===== config.mk =====
export PLATFORM = sky130hd
export DESIGN_NAME = lfsr_rng
export DESIGN_NICKNAME = d
export VERILOG_FILES = /design/src/rtl/lfsr_rng.sv
export SDC_FILE = /design/constraint.sdc
export NUM_CORES = 1
export LEC_CHECK = 0
export CORE_MARGIN = 2
export CORE_UTILIZATION = 45
export CTS_CLUSTER_DIAMETER = 150
export DETAILED_ROUTE_END_ITERATION = 7
export PLACE_DENSITY_LB_ADDON = 0.2
export SYNTH_ARGS = -nofsm -noshare
export SYNTH_HDL_FRONTEND = slang
export SYNTH_SLANG_ARGS = --single-unit

===== constraint.sdc =====
create_clock -name clock -period 5 [get_ports clock]
set_input_delay 1 -clock clock [delete_from_list [all_inputs] [get_ports clock]]
set_output_delay 1 -clock clock [all_outputs]
set_load 0.05 [all_outputs]

===== src/rtl/lfsr_rng.sv =====
// Fibonacci LFSR random stream with a bounded draw port.
// Draws use rejection sampling with a fallback after MAX_TRIES attempts.
module lfsr_rng #(
  parameter int               WIDTH     = 16,
  parameter logic [WIDTH-1:0] TAPS      = 16'hB400,
  parameter logic [WIDTH-1:0] SEED      = 16'h0001,
  parameter int               OUT_WIDTH = 8,
  parameter int               MAX_TRIES = 8
) (
  input  logic                 clock,
  input  logic                 reset,
  input  logic                 enable,
  input  logic                 seed_load,
  input  logic [WIDTH-1:0]     seed_in,
  input  logic                 req,
  input  logic [OUT_WIDTH-1:0] limit,
  output logic                 busy,
  output logic                 valid,
  output logic [OUT_WIDTH-1:0] rnd,
  output logic [WIDTH-1:0]     state_out,
  output logic                 lockup
);

  localparam int TW = (MAX_TRIES > 1) ? $clog2(MAX_TRIES) : 1;
  localparam logic [TW-1:0] LAST = TW'(MAX_TRIES - 1);

  typedef enum logic {
    IDLE,
    DRAW
  } fsm_t;

  fsm_t                 fsm;
  logic [WIDTH-1:0]     state;
  logic [WIDTH-1:0]     step;
  logic [OUT_WIDTH-1:0] lim_r;
  logic [OUT_WIDTH-1:0] mask_r;
  logic [OUT_WIDTH-1:0] cand;
  logic [TW-1:0]        tries;
  logic                 accept;

  // Smallest all-ones mask covering limit-1; limit 0 means full range.
  function automatic logic [OUT_WIDTH-1:0] fill_mask(
    input logic [OUT_WIDTH-1:0] lim
  );
    logic [OUT_WIDTH-1:0] m;
    if (lim == '0) begin
      m = '1;
    end else begin
      m = lim - OUT_WIDTH'(1);
      for (int i = 0; i < OUT_WIDTH; i++) begin
        m = m | (m >> 1);
      end
    end
    return m;
  endfunction

  assign step   = {state[WIDTH-2:0], ^(state & TAPS)};
  assign cand   = state[OUT_WIDTH-1:0] & mask_r;
  assign accept = (lim_r == '0) || (cand < lim_r);

  assign state_out = state;

  always_ff @(posedge clock or negedge reset) begin
    if (!reset) begin
      state  <= SEED;
      fsm    <= IDLE;
      busy   <= 1'b0;
      valid  <= 1'b0;
      rnd    <= '0;
      lockup <= 1'b0;
      tries  <= '0;
      lim_r  <= '0;
      mask_r <= '0;
    end else begin
      valid  <= 1'b0;
      lockup <= 1'b0;

      unique case (1'b1)
        seed_load: state <= (seed_in == '0) ? SEED : seed_in;
        (state == '0): begin
          state  <= SEED;
          lockup <= 1'b1;
        end
        (fsm == DRAW): state <= step;
        enable: state <= step;
        default: state <= state;
      endcase

      unique case (fsm)
        IDLE: begin
          if (req) begin
            lim_r  <= limit;
            mask_r <= fill_mask(limit);
            tries  <= '0;
            busy   <= 1'b1;
            fsm    <= DRAW;
          end
        end
        DRAW: begin
          if (accept) begin
            rnd   <= cand;
            valid <= 1'b1;
            busy  <= 1'b0;
            fsm   <= IDLE;
          end else if (tries == LAST) begin
            // cand <= mask < 2*lim_r, so this stays below lim_r
            rnd   <= cand - lim_r;
            valid <= 1'b1;
            busy  <= 1'b0;
            fsm   <= IDLE;
          end else begin
            tries <= tries + TW'(1);
          end
        end
        default: fsm <= IDLE;
      endcase
    end
  end

endmodule


; ---- After elaboration in Yosys (flattened, before gate mapping)
; Index checks and enable logic that the tools add are counted.
[classes]
add_sub_neg = 3
order_cmp = 1
n_eq_ne = 5
muxes = 21
n_bitwise = 10
n_reduce_logical = 13
[ops]
columns = op, n
row1 = bitwise OR 8 x 7 -> 8 bit, 8
row2 = case mux 16 bit (3 select lines), 1
row3 = zero test 16 bit, 2
row4 = 2-to-1 mux 8 bit, 3
row5 = zero test 8 bit, 2
row6 = 2-to-1 mux 16 bit, 1
row7 = parity 16 bit, 1
row8 = 2-to-1 mux 1 bit, 10
row9 = 2-to-1 mux 3 bit, 3
row10 = AND 8 bit, 1
row11 = less-than comparator 8 bit, 1
row12 = subtractor 8 x 1 -> 8 bit (second input constant), 1
row13 = subtractor 8 bit, 1
row14 = != test 2 bit (second input constant), 3
row15 = case mux 3 bit (2 select lines), 1
row16 = AND reduction 2 bit, 3
row17 = case mux 1 bit (2 select lines), 2
row18 = adder 3 x 1 -> 3 bit (second input constant), 1
row19 = == test 3 bit (second input constant), 1
row20 = != test 3 x 1 -> 1 bit (second input constant), 1
row21 = AND reduction 3 bit, 1
row22 = nonzero test 3 bit, 1
row23 = nonzero test 2 bit, 1
row24 = OR reduction 2 bit, 1
row25 = other kinds (2), 2
[word_totals]
ff_bits = 47
input_bits = 29
out_inout_bits = 27
elab_cells = 62

; ---- Depth between registers and ports, before layout
[logic_depth]
word_depth = 10
depth_mapped = 11
mapped_depth_nobuf = 10

; ---- Least setup slack after synthesis
; OpenSTA, ideal clock, no wires.
[synth_timing]
path_kind = register -> register
from = register state[0], in the netlist state_out[0]
to = register rnd[2]
arrival_time_ns = 2.496
required_time_ns = 4.864
path_slack_ns = 2.368
stages_incl_launch_ff = 12
n_path_buf = 1
synth_period_minus_slack_ns = 2.632
path_cell_list = dfstp_2 nand2_1 ha_1 fa_1 nor2b_4 o31a_1 o311a_1 and2_1 buf_6 nand2b_4 clkinv_2 a2bb2oi_2
[synth_between]
elab_chain_len = 5
word_cells_on_any_way = 8
classes_between = 1 x add/sub / 1 x order compare / 2 x mux / 1 x bitwise / 3 x reduce/logical
[synth_rtl]
columns = element, line_no
row1 = start: declaration, 33  ; logic [WIDTH-1:0] state;
row2 = start signal: assignment, 79  ; seed_load: state <= (seed_in == '0) ? SEED : seed_in;
row3 = start signal: assignment, 84  ; (fsm == DRAW): state <= step;
row4 = start signal: assignment, 85  ; enable: state <= step;
row5 = AND 8 bit (*), 58  ; assign cand = state[OUT_WIDTH-1:0] & mask_r;
row6 = less-than comparator 8 bit, 59  ; assign accept = (lim_r == '0) || (cand < lim_r);
row7 = logical OR 1 bit, 59
row8 = nonzero test 2 bit (no source line), n/a
row9 = AND reduction 2 bit (no source line), n/a
row10 = end signal: assignment, 101  ; rnd <= cand;
row11 = end signal: assignment, 107  ; rnd <= cand - lim_r;
row12 = end: declaration, 19  ; output logic [OUT_WIDTH-1:0] rnd,
; Mark *: on every way between the ends. The rest lies on a longest branch, timed or not. The select of a mux whose other input is x is not followed.
; A chain may end at the register's enable or synchronous reset.

; ---- Worst setup path in the final report
[layout_timing]
from = register state[0], in the netlist state_out[0]
to = register rnd[3]
; The elaborated chain is that of the path after synthesis.

==> results.json <==
{
  "status": "completed",
  "cts_resized": 0,
  "crit_fanout": 13,
  "wl_per_cell_um": 15.3,
  "cpLargestDelayFamily": "simple AND/OR/NAND/NOR gates",
  "start_util_pct": 46.6,
  "worstPathArrival_ns": 3.15,
  "gp_congestion": 0.846,
  "ys_async_sr_fraction_pct": 100,
  "final_cells": 406,
  "die_area_sq_um": 6810,
  "area_growth_pct": 24.5,
  "startpoint_type": "register",
  "worst_pin_slew_ns": 1.03,
  "antenna_cells": 0,
  "synth_nets": 328,
  "grt_overflow_total": 0,
  "finalHoldViolations": 0,
  "ctsRootBufferMaster": "clkbuf_8",
  "nFillCells": 551,
  "hp-class": "reg -> reg",
  "io_pins": 56,
  "finalWirelength_mm": 6.21,
  "syn_inst": 284,
  "skew_ns": 0.00817,
  "critPathBufInv": 1,
  "ctsHoldBuffers": 0,
  "port_buffers": 55,
  "synth_top_area_share_pct": 41.5,
  "yosysMostFrequentCell": "dfrtp_1",
  "synth_area_leaders": "dfrtp_1, mux2i_1, ha_1",
  "yosys_warnings": 0,
  "finalSetupViolCount": 0,
  "antenna_found_initial": 0,
  "cts_tree": "built",
  "max-cap-violations": 0,
  "insertion_delay_ns": 0.30,
  "synth-edff-count": 0,
  "htreeDepth": 2,
  "grt_pass1_wl_mm": 10.3,
  "viasPerCell": 5.54,
  "first_global_vias": 2147,
  "critPathSlowestCell": "dfstp_2",
  "fin_ws_ns": 2.02,
  "min_period_ns": 2.98,
  "clock_path_buffers": 2,
  "power_density_nw_per_um2": 725,
  "final.setup.tns_ns": 0,
  "drt_first_pass_iters": 4,
  "yosys-top-cells-count": "dfrtp_1, nand2_1, mux2i_1, o21ai_0, o31ai_1",
  "irDropWorstVdd_mv": 0.399,
  "layout.nets": 375,
  "postRouteAntennaNets": 0,
  "synthDistinctLibCells": 50,
  "multi_input_area_sq_um": 1470,
  "slew_headroom_pct": 31.2,
  "timing.hold.ws_ns": 0.494,
  "cts_buffers": 5,
  "place_ws_ns": 1.87,
  "cts_setup_buffers": 0,
  "synth_flop_cell": "dfrtp_1",
  "synthesis.area_sq_um": 2780,
  "fin_crit_sh_pct": 59.6,
  "num_rows": 28,
  "detailedRoute.firstIterationViolations": 144,
  "track_usage_pct": 19.8,
  "dp_hpwl_mm": 4.76,
  "layout-drive-gt1-share_pct": 5.74,
  "ys_seq_area_share_pct": 42.4,
  "dp.cells": 399,
  "seq_area_sq_um": 1180,
  "syn-mean-instance-area_sq_um": 9.78,
  "critPathRequiredTime_ns": 5.17,
  "leakagePower_nw": 1.47,
  "drc": 0,
  "crit_path_max_incr_delay_ns": 0.57,
  "vias": 2251,
  "cp_cell_sequence": "nand2_1 -> ha_1 -> fa_1 -> nor2b_4 -> o31a_1 -> o311a_1 -> and2_1 -> nand2b_4 -> clkinv_2 -> a2bb2oi_2",
  "core_sq_um": 5960,
  "fmax_mhz": 335,
  "cp-end-kind": "register",
  "yosysTopAreaCell": "dfrtp_1",
  "clk_pin_slew_worst_paths_ns": 0.08,
  "slew_viol_final": 0,
  "ys_seq_elements": 47,
  "fp.dieH_um": 82.6,
  "crit_type": "reg -> reg",
  "fp.dieW_um": 82.6,
  "p_total_mw": 2.51,
  "clock_sinks": 47,
  "grt_max_degree": 48,
  "rsz0062_at_grt": "false"
}
[per-stage QoR]
step	cell area, sq um	util (%)
global route	3460	58.0
CTS	3460	58.0
global placement	3350	56.3
detailed placement	3350	56.3
floorplan	2780	-
finish	3460	58.0
[where the power goes]
part	internal [mW]	switching, mW
combinational	0.647	0.894
sequential	0.535	0.161
clock	0.147	0.121
total	1.33	1.18
[logic make-up after synthesis]
logic type / share of synthesized area, %
and+or+nand+nor: 16.4
xor gates and xnor gates: 4.10
AOI/OAI and AO/OA: 18.1
buffers and inverters: 4.73
adders and majority gates: 7.03
DFF: 42.4
muxes: 7.26
[state kept, by name (all words and copies together) (netlist names)]
register	count
lockup	1
tries	3
mask_r	8
fsm	1
rnd	8
state_out	16
busy	1
valid	1
lim_r	8
[layout make-up]
type,count,area share [%]
Sequential cell,47,34.1
Inverter,16,1.77
Clock inverter,1,0.869
Multi-Input combinational cell,205,42.5
Timing Repair Buffer,56,16.0
Tap cell,75,2.72
Clock buffer,6,2.10
[layer usage]
| layer | vias up | routed length, um | GRT usage (%) |
|---|---|---|---|
| li1 | 1111 | - | - |
| met3 | 9 | 291 | 3.59 |
| met4 | 0 | 101 | 5.74 |
| met5 | - | 0 | 0 |
| met1 | 1062 | 3020 | 28.5 |
| met2 | 69 | 2800 | 30.6 |
[placed cells by master (no fill, tap or decap), types with 10 or more instances in the layout]
cell type	instances
nor2_1	15
o31ai_1	16
xnor2_1	10
nand2_1	30
ha_1	14
dfrtp_1	46
o21ai_0	16
mux2i_1	19
clkdlybuf4s50_1	54
inv_1	15
[path summary, 6_finish.rpt]
check                                    startpoint               endpoint  slack [ns]  cells past startpoint
max                        state_out[0]$_DFFE_PN1P_     rnd[3]$_DFFE_PN0P_        2.02                     10
min                           mask_r[6]$_DFFE_PN0P_  mask_r[6]$_DFFE_PN0P_        0.49                      1
max reg2reg                state_out[0]$_DFFE_PN1P_     rnd[3]$_DFFE_PN0P_        2.02                     10
min reg2reg                   mask_r[6]$_DFFE_PN0P_  mask_r[6]$_DFFE_PN0P_        0.49                      1
max in group asynchronous                     reset   lim_r[0]$_DFFE_PN0P_        3.48                      1
min in group asynchronous                     reset     rnd[2]$_DFFE_PN0P_        0.87                      1
No activity file was read; power rests on OpenSTA's default activity.
